**config.mk**
```make
export PLATFORM = sky130hd
export DESIGN_NAME = bsg_router_edge_traffic_endpoint
export DESIGN_NICKNAME = d
export VERILOG_FILES = /design/src/rtl/bsg_edge_tep_pkg.sv /design/src/rtl/bsg_edge_tep_checker.sv /design/src/rtl/bsg_router_edge_traffic_endpoint.sv
export SDC_FILE = /design/constraint.sdc
export NUM_CORES = 1
export LEC_CHECK = 0
export CORE_ASPECT_RATIO = 1.75
export CORE_MARGIN = 2
export CORE_UTILIZATION = 38
export DETAILED_ROUTE_END_ITERATION = 16
export PLACE_DENSITY_LB_ADDON = 0.3
export SLEW_MARGIN = 20
export SYNTH_ARGS = -nofsm -noshare
export SYNTH_HDL_FRONTEND = slang
export SYNTH_SLANG_ARGS = --single-unit
```
**constraint.sdc**
```tcl
create_clock -name clk_i -period 5.02 [get_ports clk_i]
set_input_delay 1.004 -clock clk_i [delete_from_list [all_inputs] [get_ports clk_i]]
set_output_delay 1.004 -clock clk_i [all_outputs]
set_load 0.01 [all_outputs]
```
**src/rtl/bsg_edge_tep_pkg.sv**
```systemverilog
// ============================================================================
//  Module   : bsg_edge_tep_pkg
//  Brief    : Shared types for the edge traffic endpoint (state, packet, link).
//  Revision : 1.0 - initial release
// ============================================================================
`default_nettype none

// Packet layout LSB first: x, then y, then sequence number in the remaining bits.
`define BSG_EDGE_TEP_PACKET_S(w, xw, yw) \
    struct packed { \
        logic [(w)-(xw)-(yw)-1:0] seq; \
        logic [(yw)-1:0]          y_cord; \
        logic [(xw)-1:0]          x_cord; \
    }

// Ready_and link slice in the same bit order as the bsg_noc_links sif macros.
`define BSG_EDGE_TEP_LINK_S(w) \
    struct packed { \
        logic           v; \
        logic [(w)-1:0] data; \
        logic           ready_and_rev; \
    }

package bsg_edge_tep_pkg;

    typedef enum logic [1:0] {
        eIDLE = 2'd0,
        eSEND = 2'd1,
        eWAIT = 2'd2,
        eDONE = 2'd3
    } tep_state_e;

    function automatic int seq_width(input int width, input int x_w, input int y_w);
        return width - x_w - y_w;
    endfunction

endpackage

`default_nettype wire

```
**src/rtl/bsg_edge_tep_checker.sv**
```systemverilog
// ============================================================================
//  Module   : bsg_edge_tep_checker
//  Brief    : RX side: consumes beats, counts them, sticky address/seq error.
//  Revision : 1.0 - initial release
// ============================================================================
`default_nettype none

module bsg_edge_tep_checker
    import bsg_edge_tep_pkg::*;
#(
    parameter int width_p        = 32,
    parameter int x_cord_width_p = 5,
    parameter int y_cord_width_p = 5,
    parameter int num_pkts_p     = 16,
    localparam int cnt_w         = $clog2(num_pkts_p + 1)
) (
    input  logic                      clk_i,
    input  logic                      reset_n_i,
    input  logic                      clear_i,
    input  logic                      v_i,
    input  logic [width_p-1:0]        data_i,
    input  logic [x_cord_width_p-1:0] my_x_i,
    input  logic [y_cord_width_p-1:0] my_y_i,
    output logic [cnt_w-1:0]          recv_count_o,
    output logic                      error_o
);

    localparam int c_seq_w = seq_width(width_p, x_cord_width_p, y_cord_width_p);

    typedef `BSG_EDGE_TEP_PACKET_S(width_p, x_cord_width_p, y_cord_width_p) packet_s;

    packet_s          w_pkt;
    logic [cnt_w-1:0] r_count;
    logic             r_error;
    logic [cnt_w-1:0] w_count_base;
    logic             w_error_base;
    logic             w_mismatch;
    logic             w_saturated;

    assign w_pkt = packet_s'(data_i);

    // A start clears the run; a beat in the same cycle is judged as the first of the new run.
    assign w_count_base = clear_i ? '0   : r_count;
    assign w_error_base = clear_i ? 1'b0 : r_error;

    assign w_mismatch  = (w_pkt.x_cord != my_x_i) || (w_pkt.y_cord != my_y_i)
                      || (w_pkt.seq != c_seq_w'(w_count_base));
    assign w_saturated = (w_count_base == cnt_w'(num_pkts_p));

    always_ff @(posedge clk_i) begin
        if (!reset_n_i) begin
            r_count <= '0;
            r_error <= 1'b0;
        end else begin
            r_count <= (v_i && !w_saturated) ? w_count_base + cnt_w'(1) : w_count_base;
            r_error <= w_error_base | (v_i & (w_saturated | w_mismatch));
        end
    end

    assign recv_count_o = r_count;
    assign error_o      = r_error;

endmodule

`default_nettype wire

```
**src/rtl/bsg_router_edge_traffic_endpoint.sv**
```systemverilog
// ============================================================================
//  Module   : bsg_router_edge_traffic_endpoint
//  Brief    : Edge-link traffic source/sink; optional TX throttle under the
//             BSG_EDGE_TEP_THROTTLE_EN macro.
//  Revision : 1.0 - initial release
// ============================================================================
`default_nettype none

module bsg_router_edge_traffic_endpoint
    import bsg_edge_tep_pkg::*;
#(
    parameter int width_p           = 32,
    parameter int x_cord_width_p    = 5,
    parameter int y_cord_width_p    = 5,
    parameter int num_pkts_p        = 16,
    parameter int max_outstanding_p = 4,
    localparam int cnt_w            = $clog2(num_pkts_p + 1)
) (
    input  logic                      clk_i,
    input  logic                      reset_n_i,
    input  logic                      start_i,
    input  logic [x_cord_width_p-1:0] dest_x_i,
    input  logic [y_cord_width_p-1:0] dest_y_i,
    input  logic [x_cord_width_p-1:0] my_x_i,
    input  logic [y_cord_width_p-1:0] my_y_i,
    input  logic [width_p+1:0]        link_i,
    output logic [width_p+1:0]        link_o,
    output logic [cnt_w-1:0]          sent_count_o,
    output logic [cnt_w-1:0]          recv_count_o,
    output logic                      error_o,
    output logic                      done_o
);

    localparam int c_seq_w = seq_width(width_p, x_cord_width_p, y_cord_width_p);

    typedef `BSG_EDGE_TEP_PACKET_S(width_p, x_cord_width_p, y_cord_width_p) packet_s;
    typedef `BSG_EDGE_TEP_LINK_S(width_p) link_s;

    if ((c_seq_w < 31 && num_pkts_p > (1 << c_seq_w)) || max_outstanding_p < 1) begin : g_param_check
        $error("bsg_router_edge_traffic_endpoint: num_pkts_p exceeds seq range or bad max_outstanding_p");
    end

    tep_state_e                r_state;
    tep_state_e                w_state_next;
    link_s                     w_link_in;
    link_s                     w_link_out;
    packet_s                   w_pkt_out;
    logic [x_cord_width_p-1:0] r_dest_x;
    logic [y_cord_width_p-1:0] r_dest_y;
    logic [cnt_w-1:0]          r_sent;
    logic [cnt_w-1:0]          w_recv;
    logic                      r_ready;
    logic                      w_v;
    logic                      w_hs;
    logic                      w_start_ok;
    logic                      w_throttle;

    assign w_link_in  = link_s'(link_i);
    assign w_start_ok = start_i && (r_state == eIDLE || r_state == eDONE);
    assign w_hs       = w_v & w_link_in.ready_and_rev;

`ifdef BSG_EDGE_TEP_THROTTLE_EN
    logic [cnt_w-1:0] w_outstanding;
    assign w_outstanding = (r_sent >= w_recv) ? r_sent - w_recv : '0;
    assign w_throttle    = (32'(w_outstanding) >= 32'(max_outstanding_p));
`else
    assign w_throttle    = 1'b0;
`endif

    always_ff @(posedge clk_i) begin
        if (!reset_n_i) begin
            r_state <= eIDLE;
        end else begin
            r_state <= w_state_next;
        end
    end

    always_comb begin
        w_state_next = r_state;
        case (r_state)
            eIDLE, eDONE: if (start_i) w_state_next = eSEND;
            eSEND:        if (w_hs && r_sent == cnt_w'(num_pkts_p - 1)) w_state_next = eWAIT;
            eWAIT:        if (w_recv == cnt_w'(num_pkts_p)) w_state_next = eDONE;
            default:      w_state_next = eIDLE;
        endcase
    end

    // v depends only on registered state and counters, never on incoming ready.
    always_comb begin
        w_v    = (r_state == eSEND) && !w_throttle;
        done_o = (r_state == eDONE);
    end

    always_ff @(posedge clk_i) begin
        if (!reset_n_i) begin
            r_sent   <= '0;
            r_dest_x <= '0;
            r_dest_y <= '0;
            r_ready  <= 1'b0;
        end else begin
            r_ready <= 1'b1;
            if (w_start_ok) begin
                r_sent   <= '0;
                r_dest_x <= dest_x_i;
                r_dest_y <= dest_y_i;
            end else if (w_hs) begin
                r_sent <= r_sent + cnt_w'(1);
            end
        end
    end

    bsg_edge_tep_checker #(
        .width_p        (width_p),
        .x_cord_width_p (x_cord_width_p),
        .y_cord_width_p (y_cord_width_p),
        .num_pkts_p     (num_pkts_p)
    ) u_checker (
        .clk_i        (clk_i),
        .reset_n_i    (reset_n_i),
        .clear_i      (w_start_ok),
        .v_i          (w_link_in.v & r_ready),
        .data_i       (w_link_in.data),
        .my_x_i       (my_x_i),
        .my_y_i       (my_y_i),
        .recv_count_o (w_recv),
        .error_o      (error_o)
    );

    always_comb begin
        w_pkt_out.x_cord         = r_dest_x;
        w_pkt_out.y_cord         = r_dest_y;
        w_pkt_out.seq            = c_seq_w'(r_sent);
        w_link_out.v             = w_v;
        w_link_out.data          = w_pkt_out;
        w_link_out.ready_and_rev = r_ready;
    end

    assign link_o       = w_link_out;
    assign sent_count_o = r_sent;
    assign recv_count_o = w_recv;

endmodule

`default_nettype wire
```
; After elaboration in Yosys (flattened, before gate mapping)
; Index checks and enable logic that the tools add are counted.
[classes]
addsub = 2
eq_ne = 12
muxes = 8
bitwise = 6
n_reduce_logical = 11
[ops]
columns = operator, n
row1 = $ne 22x5->1, 1
row2 = $add 5x1->5 const B, 2
row3 = $eq 5x5->1 const B, 2
row4 = $mux 5, 2
row5 = $ne 5x5->1, 2
row6 = $mux 2, 3
row7 = $pmux 2 s3, 1
row8 = $eq 5x4->1 const B, 1
row9 = $eq 2x2->1 const B, 2
row10 = $ne 2x2->1 const B, 2
row11 = $reduce_or 2->1, 2
row12 = $and 1x1->1, 3
row13 = $logic_and 1x1->1, 3
row14 = $logic_or 1x1->1, 3
row15 = $reduce_and 3->1, 1
row16 = $eq 2x1->1 const B, 1
row17 = $logic_not 2->1, 1
row18 = $mux 1, 2
row19 = $ne 2x1->1 const B, 1
row20 = $or 1x1->1, 2
row21 = $logic_not 1->1, 1
row22 = $not 1->1, 1
[totals]
ff_bits = 24
input_bits = 57
output_inout_bits = 46

; Depth between registers and ports, before layout
; Gate-level depths: netlist of run 1.
[logic_depth]
word_depth = 9
ltp_mapped = 9
ltp_nobuf = 9

; Hierarchy
; A second synthesis of run 1 with hierarchy kept.
[unflattened]
hier_cells = 185
hier_area_um2 = 1521.5
[by_module_without_submodules]
columns = module, instances, cells_each, area_per_inst_um2, seq_area_each_um2
row1 = bsg_router_edge_traffic_endpoint, 1, 115, 968.4, 360.3
row2 = bsg_edge_tep_checker, 1, 70, 553.0, 120.1

; Least setup slack after synthesis of run 1
; Ideal clock, no wire load.
[synth_path]
path_kind = input to register
from = input port start_i
to = register u_checker.r_count[2], in the netlist u_checker.recv_count_o[2]
arrival_ns = 2.116
setup_slack_ns = 2.790
stages = 6
n_path_buf = 0
cell_sequence = nand2_1 -> nand2_1 -> ha_1 -> a41oi_1 -> a21oi_1 -> o21a_1
[synth_via]
elab_chain_cells = 6
elab_cells_between_ends = 7
classes_between = 1 x add/sub / 1 x eq/ne / 2 x mux / 3 x reduce/logical
[synth_lines]
columns = element, line_no
row1 = from (decl), bsg_router_edge_traffic_endpoint.sv:21  ; input logic start_i,
row2 = $logic_and 1x1->1 (*), bsg_router_edge_traffic_endpoint.sv:59  ; assign w_start_ok = start_i && (r_state == eIDLE || r_state == eDONE);
row3 = $mux 5 (*), bsg_edge_tep_checker.sv:43  ; assign w_count_base = clear_i ? '0 : r_count;
row4 = "parallel branches: the longest is 3 deep, another holds $add 5x1->5", n/a
row5 = $mux 5 (*), bsg_edge_tep_checker.sv:55  ; r_count <= (v_i && !w_saturated) ? w_count_base + cnt_w'(1) : w_count_base;
row6 = to (signal assigned), bsg_edge_tep_checker.sv:55
row7 = to (decl), bsg_edge_tep_checker.sv:33  ; logic [cnt_w-1:0] r_count;
; Mark *: on every way between the ends.
; A chain may end at the register's enable or synchronous reset.

; Worst setup path after layout of run 1
; Ends and elaborated chain as after synthesis.

==> results.yml, run 1 <==
clock_network:
  htree_levels: 1
  clock_latency_ns: 0.27
  post-cts-setup-buffer-count: 0
  cts_buffer_depth: 2
  post_cts_resized: 0
  clkTransAtPathRegs_ns: 0.09
  numCtsBuffers: 3
  clock-sinks: 24
  root_buffer: "clkbuf_8"
  cts_hold_buf: 0
  cts_tree: "done"
grt:
  track_usage_pct: 17.2
  first_global_vias: 1405
  grt_first_pass_wirelength_um: 5980
  grt_max_degree: 19
  antenna_found_initial: 0
  overflow: 0
floorplan:
  die-area_um2: 4530
  die_h_um: 87.5
  coreArea_um2: 3870
  die_x_um: 51.7
  row_count: 30
  start_util_pct: 39.2
  pin_count: 103
drt:
  wl_um: 3580
  post_drt_wl_per_cell_um: 11.6
  drc: 0
  ant_nets: 0
  vias_per_cell: 4.71
  via_count: 1450
  dr.pass1.iters: 4
  drtIter0Drc: 12
placement:
  routabilityCongestion: 0.778
  dp.final_hpwl_um: 2920
  dp.cells: 304
  portBuffers: 85
setup_path:
  worst-path-max-fanout: 17
  slowest_delay_ns: 0.45
  cp-end-kind: "flop"
  crit_chain: "clkdlybuf4s50_1, nand2_1, nand2_1, ha_1, a41oi_1, a21oi_1, o21a_1"
  crit_slowest_cell: "clkdlybuf4s50_1"
  criticalPathCategory: "input port to flop"
  cp.required_ns: 5.19
  timing.critical_path.arrival_ns: 3.05
  worst_setup_path_start_kind: "input port"
  cpMostUsedCell: "nand2_1"
synthesis:
  ys_seq_elements: 24
  yosys_warnings: 0
  yosysUniqueCellTypes: 30
  synth_area_leader_cell: "dfxtp_1"
  syn_area_per_cell_um2: 8.23
  postSynthCellCount: 184
  synth.cell_area_um2: 1510
  synthTopCellsByArea: "dfxtp_1 32%, buf_4 12%, nand2_1 7.2%"
  yosysSeqAreaShare_pct: 31.7
  netlist.area_leader.share_pct: 31.7
sta:
  fin_hold_ws_ns: 0.471
  fin_crit_sh_pct: 57.3
  worst_pin_slew_ns: 0.577
  setup_viol: 0
  fin_crit_ns: 2.88
  fin_setup_tns_ns: 0
  maxSlewHeadroom_pct: 61.6
  grt_setup_unrepaired: "false"
  max_clock_freq_mhz: 348
  hold_viol: 0
  fin_skew_ns: 0.00245
  report.final.slew_viol_count: 0
layout:
  multiInputGateArea_um2: 871
  fin_cells: 308
  area_delta_synth_final_pct: 55.6
  regArea_um2: 480
  mostFrequentLayoutCells: "85 x clkdlybuf4s50_1, 29 x nand2_1, 24 x dfxtp_1"
  finalNetCount: 326
  diodes: 0
  final_common_cell: "clkdlybuf4s50_1"
  post-route-util_pct: 60.9
  fill_cells: 351
  final_layout_size_suffix_gt1_share_pct: 1.92
pwr:
  p_per_area_nw_per_um2: 306
  ir_drop_v: 0.000223
  leakagePower_uw: 0.000922
  finalPower_uw: 720
min_path:
  hold_class: "flop to flop"
run_status:
  outcome: "completed"
run:
  cap_violations: 0
==> through the flow <==
step,instance area [µm²],setup slack (ns)
floorplan,1570,2.79
global placement,2280,1.95
detailed placement,2280,1.87
CTS,2360,2.14
global route,2360,1.92
finish,2360,2.14
==> flip-flops by register name, indices dropped and copies added (netlist names) <==
signal and count:
u_checker.error_o 1, r_dest_y 5, r_dest_x 5, u_checker.recv_count_o 5
sent_count_o 5, r_state 2, r_ready 1
==> power breakdown <==
part	switching (µW)	total [µW]	internal, µW
logic	144	303	159
registers	23.2	245	222
clock network	65.0	172	107
total	233	720	487
==> cell families (layout without fill, tap and decap cells) <==
kind of cell	count (synthesis)	count (layout)	synth area share [%]
buf+inv	35	95	14.7
other cells	1	17	0.248
fa+ha+maj	8	8	6.61
simple gates	71	71	22.6
mux	3	3	1.98
compound gates	24	24	11.7
flops	24	24	31.7
xor+xnor	18	18	10.4
==> cell usage after synthesis <==
cell type	n
nor3b_2	1
a21boi_0	10
a221o_1	1
nor2b_1	2
a41oi_1	2
xor2_1	9
buf_4	24
mux2i_1	3
inv_1	6
a31oi_1	2
nor2_1	16
buf_2	1
conb_1	1
nand3_1	3
xnor2_1	9
a211oi_1	1
nand4_1	5
and2_1	5
clkbuf_1	4
nor4bb_1	2
a21oi_1	2
o32ai_1	2
o21ai_0	2
nand2_1	29
ha_1	8
dfxtp_1	24
o311a_1	1
nor4_1	5
and3_1	3
o21a_1	1
==> worst max-delay path: cells and delay by family <==
family / cells / cell delay (ns)
buf+inv: 1 / 0.45
simple gates: 2 / 0.65
compound gates: 3 / 0.70
fa+ha+maj: 1 / 0.24
==> area by class of cell <==
type	instances	share of cell area (%)
Sequential cell	24	20.4
Timing Repair Buffer	85	36.1
Clock inverter	1	1.27
Inverter	6	0.956
Tap cell	48	2.55
Clock buffer	3	1.75
Multi-Input combinational cell	141	37.0
==> per-layer routing <==
metal | wire length, µm | share of wire (%) | global-route usage (%) | vias to the layer above
li1 | - | - | - | 733
met1 | 1270 | 36 | 18.6 | 650
met2 | 2010 | 56 | 31.8 | 62
met3 | 244 | 6.8 | 3.44 | 5
met4 | 57 | 1.6 | 6.94 | 0
met5 | 0 | 0 | 0 | -
==> worst paths after layout <==
path | slack [ns] | depth (start not counted) | start | end
worst max-delay path | 2.14 | 7 | start_i | u_checker.recv_count_o[2]
worst min-delay path | 0.47 | 2 | r_dest_x[2] | r_dest_x[2]
worst max register to register | 2.54 | 8 | r_state[0] | u_checker.recv_count_o[2]
worst min register to register | 0.47 | 2 | r_dest_x[2] | r_dest_x[2]
Note: power is estimated with default switching activity, not from simulation.
==> run 2, diff against run 1 <==
--- a/config.mk
+++ b/config.mk
@@ -7,7 +7,7 @@
 export LEC_CHECK = 0
 export CORE_ASPECT_RATIO = 1.75
 export CORE_MARGIN = 2
-export CORE_UTILIZATION = 38
+export CORE_UTILIZATION = 32
 export DETAILED_ROUTE_END_ITERATION = 16
 export PLACE_DENSITY_LB_ADDON = 0.3
 export SLEW_MARGIN = 20
==> constraint.sdc (replaced) <==
create_clock -name clk_i -period 2.6 [get_ports clk_i]
set_input_delay 0.52 -clock clk_i [delete_from_list [all_inputs] [get_ports clk_i]]
set_output_delay 0.52 -clock clk_i [all_outputs]
set_load 0.01 [all_outputs]
==> run 2 against run 1 <==
  * Clock power is 91% higher
  * Routed wire length is 1.2% higher
  * Cell area is 1.2% higher
  * Non-clock buffer count is 3 higher
  * Via count is 0.41% higher
  * Die area is 18% higher
  * Register-to-register slack worse by 2.0 ns
  * Clock-buffer cell count stayed put
  * Sequential share of layout area is 0.24 points lower
  * Core utilization is 9.4 points lower
  * First-iteration DRC count is 8.3% higher
  * Setup slack worse by 1.6 ns
==> results.yml, run 2 (synthesis results as in run 1) <==
floorplan:
  die_x_um: 56.0
  coreArea_um2: 4620
  pin_count: 103
  die_h_um: 95.0
  start_util_pct: 32.7
  row_count: 33
  die-area_um2: 5320
drt:
  ant_nets: 0
  dr.pass1.iters: 4
  wl_um: 3630
  drc: 0
  post_drt_wl_per_cell_um: 11.5
  drtIter0Drc: 13
  via_count: 1456
  vias_per_cell: 4.62
clock_network:
  post_cts_resized: 0
  post-cts-setup-buffer-count: 0
  clock-sinks: 24
  clkTransAtPathRegs_ns: 0.09
  cts_tree: "done"
  cts_buffer_depth: 2
  htree_levels: 1
  root_buffer: "clkbuf_8"
  numCtsBuffers: 3
  clock_latency_ns: 0.27
  cts_hold_buf: 0
setup_path:
  crit_slowest_cell: "dfxtp_1"
  timing.critical_path.arrival_ns: 2.26
  cp.required_ns: 2.77
  cp-end-kind: "flop"
  worstSetupStartpoint: "r_state[0]"
  timing.rr.start: "r_state[0]"
  crit_end: "u_checker.recv_count_o[2]"
  rrSetupSlack_ns: 0.51
  reg2reg_depth: 8
  worst_setup_path_start_kind: "flop"
  crit_chain: "inv_1, ha_1, nand2_1, nand2_1, ha_1, a41oi_1, a21oi_1, o21a_1"
  worst-path-max-fanout: 5
  r2r_end: "u_checker.recv_count_o[2]"
  slowest_delay_ns: 0.40
  criticalPathCategory: "flop to flop"
grt:
  track_usage_pct: 14.2
  overflow: 0
  antenna_found_initial: 0
  grt_max_degree: 18
  grt_first_pass_wirelength_um: 6150
  first_global_vias: 1417
sta:
  hold_viol: 0
  fin_setup_tns_ns: 0
  fin_skew_ns: 0.00493
  grt_setup_unrepaired: "false"
  report.final.slew_viol_count: 0
  setup_viol: 0
  final.setup.worst_slack_ns: 0.505
  max_clock_freq_mhz: 477
  fin_crit_ns: 2.09
  fin_crit_sh_pct: 80.6
placement:
  dp_slack_ns: 0.350
  dp.cells: 311
  dpl_cell_area_um2: 2310
  portBuffers: 85
  routabilityCongestion: 0.812
  dp.final_hpwl_um: 3020
layout:
  final_layout_size_suffix_gt1_share_pct: 3.04
  diodes: 0
  final_area_um2: 2380
  area_delta_synth_final_pct: 57.4
  finalNetCount: 329
  mostFrequentLayoutCells: "85 x clkdlybuf4s50_1, 29 x nand2_1, 24 x dfxtp_1"
  final_common_cell: "clkdlybuf4s50_1"
  post-route-util_pct: 51.5
  fin_cells: 315
min_path:
  hold_class: "flop to flop"
pwr:
  leakagePower_uw: 0.000936
  ir_drop_v: 0.000552
  p_per_area_nw_per_um2: 596
run_status:
  outcome: "completed"
run:
  cap_violations: 0
## run 2: cell count changes in the layout (fill, tap and decap cells not counted), sizes merged
cell / delta
buf: +3
## run 2: layout make-up
class | count | area, µm²
flip-flops and latches | 24 | 480
repair buffers | 88 | 873
well taps | 52 | 65.1
clock inverters | 1 | 30.0
multi-input cells | 141 | 871
fillers | 440 | 2240
clock buffers | 3 | 41.3
inverters | 6 | 22.5
## run 2: metal layers
metal	track usage [%]	share of wire, %
met2	30.0	61
met4	3.77	0.58
met1	13.9	33
met5	0	0
met3	1.78	5.5
## run 2: how the worst min path moves through the flow
stage                startpoint           to  slack (ns)  cells after the start
CTS                 r_dest_y[3]  r_dest_y[3]        0.47                      2
finish              r_dest_y[3]  r_dest_y[3]        0.47                      2
detailed placement  r_dest_y[3]  r_dest_y[3]        0.46                      2
global placement    r_dest_x[2]  r_dest_x[2]        0.45                      2
floorplan           r_dest_x[3]  r_dest_x[3]        0.49                      2
global route        r_dest_y[3]  r_dest_y[3]        0.49                      2
## run 2: stage by stage
step	total power (µW)	hold slack (ns)
floorplan	853	0.488
CTS	1440	0.469
global route	1530	0.493
finish	1420	0.465
global placement	1100	0.451
detailed placement	1110	0.456
## run 2: power breakdown
part | internal (µW) | switching (µW) | leakage (µW)
clock | 206 | 123 | 0.0000357
combinational | 328 | 292 | 0.000705
sequential | 428 | 44.5 | 0.000196
## run 2: worst max-delay path: cells and delay by family, from the launching register on
| kind | cells | cell delay [ns] |
|---|---|---|
| compound gates | 3 | 0.72 |
| buf+inv | 1 | 0.08 |
| simple gates | 2 | 0.23 |
| fa+ha+maj | 2 | 0.56 |
| flops | 1 | 0.40 |
==> run 3, diff against run 2 <==
--- a/config.mk
+++ b/config.mk
@@ -7,7 +7,7 @@
 export LEC_CHECK = 0
 export CORE_ASPECT_RATIO = 1.75
 export CORE_MARGIN = 2
-export CORE_UTILIZATION = 32
+export CORE_UTILIZATION = 36
 export DETAILED_ROUTE_END_ITERATION = 16
 export PLACE_DENSITY_LB_ADDON = 0.3
 export SLEW_MARGIN = 20
==> constraint.sdc (replaced) <==
create_clock -name clk_i -period 2.15 [get_ports clk_i]
set_input_delay 0.43 -clock clk_i [delete_from_list [all_inputs] [get_ports clk_i]]
set_output_delay 0.43 -clock clk_i [all_outputs]
set_load 0.01 [all_outputs]
==> run 3 against run 2 <==
  * Clock-buffer cell count increased by 1
  * Critical path type unchanged
  * Via count increased by 2.2%
  * Hold slack got worse by 0.00080 ns
  * Register-to-register slack got worse by 0.35 ns
  * First-iteration DRC count increased by 62%
  * Clock power decreased by 9.7%
==> results.yml, run 3 (synthesis results as in run 1) <==
layout:
  multiInputGateArea_um2: 878
  final_area_um2: 2400
  finalNetCount: 333
  final_common_cell: "clkdlybuf4s50_1"
  final_layout_size_suffix_gt1_share_pct: 4.87
  mostFrequentLayoutCells: "85 x clkdlybuf4s50_1, 29 x nand2_1, 24 x dfxtp_1"
  fill_cells: 386
  diodes: 0
  area_delta_synth_final_pct: 58.6
  regArea_um2: 480
clock_network:
  cts_buffer_depth: 2
  cts_tree: "done"
  root_buffer: "clkbuf_8"
  clkTransAtPathRegs_ns: 0.08
  clock-sinks: 24
  clock_latency_ns: 0.26
  htree_levels: 1
  post-cts-setup-buffer-count: 0
  numCtsBuffers: 3
pwr:
  finalPower_uw: 1640
  ir_drop_v: 0.000507
  leakagePower_uw: 0.000948
  p_per_area_nw_per_um2: 682
setup_path:
  criticalPathCategory: "flop to flop"
  crit_end: "u_checker.error_o"
  rrSetupSlack_ns: 0.15
  timing.rr.start: "r_state[0]"
  cp.required_ns: 2.30
  slowest_delay_ns: 0.40
  worst_setup_path_start_kind: "flop"
  cp_top_family: "adder cells"
  worstSetupStartpoint: "r_state[0]"
  timing.critical_path.arrival_ns: 2.15
  crit_chain: "inv_1, ha_1, nand2_1, nand2_1, ha_1, a41oi_1, nand3_1, o311a_1"
  crit_slowest_cell: "dfxtp_1"
  r2r_end: "u_checker.error_o"
  path_buf_inv: 1
  reg2reg_depth: 8
  worst-path-max-fanout: 4
  cp-end-kind: "flop"
  cp_num_cells: 8
placement:
  dp_slack_ns: 0.0712
  dp.final_hpwl_um: 3100
  portBuffers: 85
  dpl_cell_area_um2: 2340
  routabilityCongestion: 0.845
grt:
  track_usage_pct: 16.1
  grt_max_degree: 14
  grt_first_pass_wirelength_um: 6000
  first_global_vias: 1432
  overflow: 0
  antenna_found_initial: 0
drt:
  routed-wl-met2_um: 2180
  top_layer: "met4"
  drc: 0
  ant_nets: 0
  dr.pass1.iters: 4
  drtIter0Drc: 21
  post_drt_wl_per_cell_um: 11.5
  wl_um: 3630
  vias_per_cell: 4.71
  via_count: 1488
  wl_met1_um: 1180
  dr_wl_met3_um: 187
floorplan:
  coreArea_um2: 4070
  die_x_um: 53.0
  pin_count: 103
  die_h_um: 89.8
  die-area_um2: 4760
  start_util_pct: 37.2
  row_count: 31
sta:
  fin_skew_ns: 0.00607
  fin_crit_ns: 2.00
  fin_crit_sh_pct: 92.9
  hold_viol: 0
  setup_viol: 0
  max_clock_freq_mhz: 501
  final.setup.worst_slack_ns: 0.153
  report.final.slew_viol_count: 0
run:
  cap_violations: 0
run_status:
  outcome: "completed"
min_path:
  min_from: "r_dest_x[2]"
  hold_class: "flop to flop"
-- run 3: power breakdown --
group / switching [µW] / leakage [µW] / total [µW] / internal [µW]
sequential: 55.4 / 0.000196 / 573 / 518
combinational: 351 / 0.000723 / 766 / 415
clock: 134 / 0.0000288 / 297 / 163
-- run 3: metal layers --
metal  global-route usage [%]  vias to the layer above
met5                        0                        -
met2                     33.1                       52
met3                     2.33                        6
li1                         -                      744
met4                     5.34                        0
met1                     14.2                      686
-- run 3: how the worst min path moves through the flow --
stage / to / slack, ns / cells after the start
2_1_floorplan: r_ready / 0.46 / 0
3_3_place_gp: r_dest_x[2] / 0.45 / 2
3_5_place_dp: r_dest_y[0] / 0.46 / 2
4_1_cts: r_dest_x[2] / 0.47 / 2
5_1_grt: r_dest_x[1] / 0.50 / 2
6_report: r_dest_x[2] / 0.46 / 2
-- run 3: final cells by class --
| class | count | area share, % |
|---|---|---|
| multi-input combinational | 141 | 36.6 |
| tap | 49 | 2.55 |
| timing repair buffer | 92 | 37.6 |
| clock buffer | 4 | 2.29 |
| sequential | 24 | 20.0 |
| inverter | 6 | 0.938 |
-- run 3: stage by stage --
stage	hold WS (ns)	instances	setup TNS, ns	util (%)
after floorplan	0.458	200	0	-
after global placement	0.453	312	0	57.4
after detailed placement	0.458	312	0	57.4
after CTS	0.470	316	0	58.8
after global routing	0.501	316	-0.00474	59.0
final	0.465	316	0	59.0
-- run 3: timing repair --
item                                    4_1_cts  5_1_grt
hold buffers                                  0        0
endpoints found under the setup margin        0        3
resized for setup                             0        1
-- run 3: worst min-delay path, stage by stage (launching register included) --
cell and delay [ns]:
dfxtp_1 0.31, nand2_1 0.05, a21boi_0 0.06
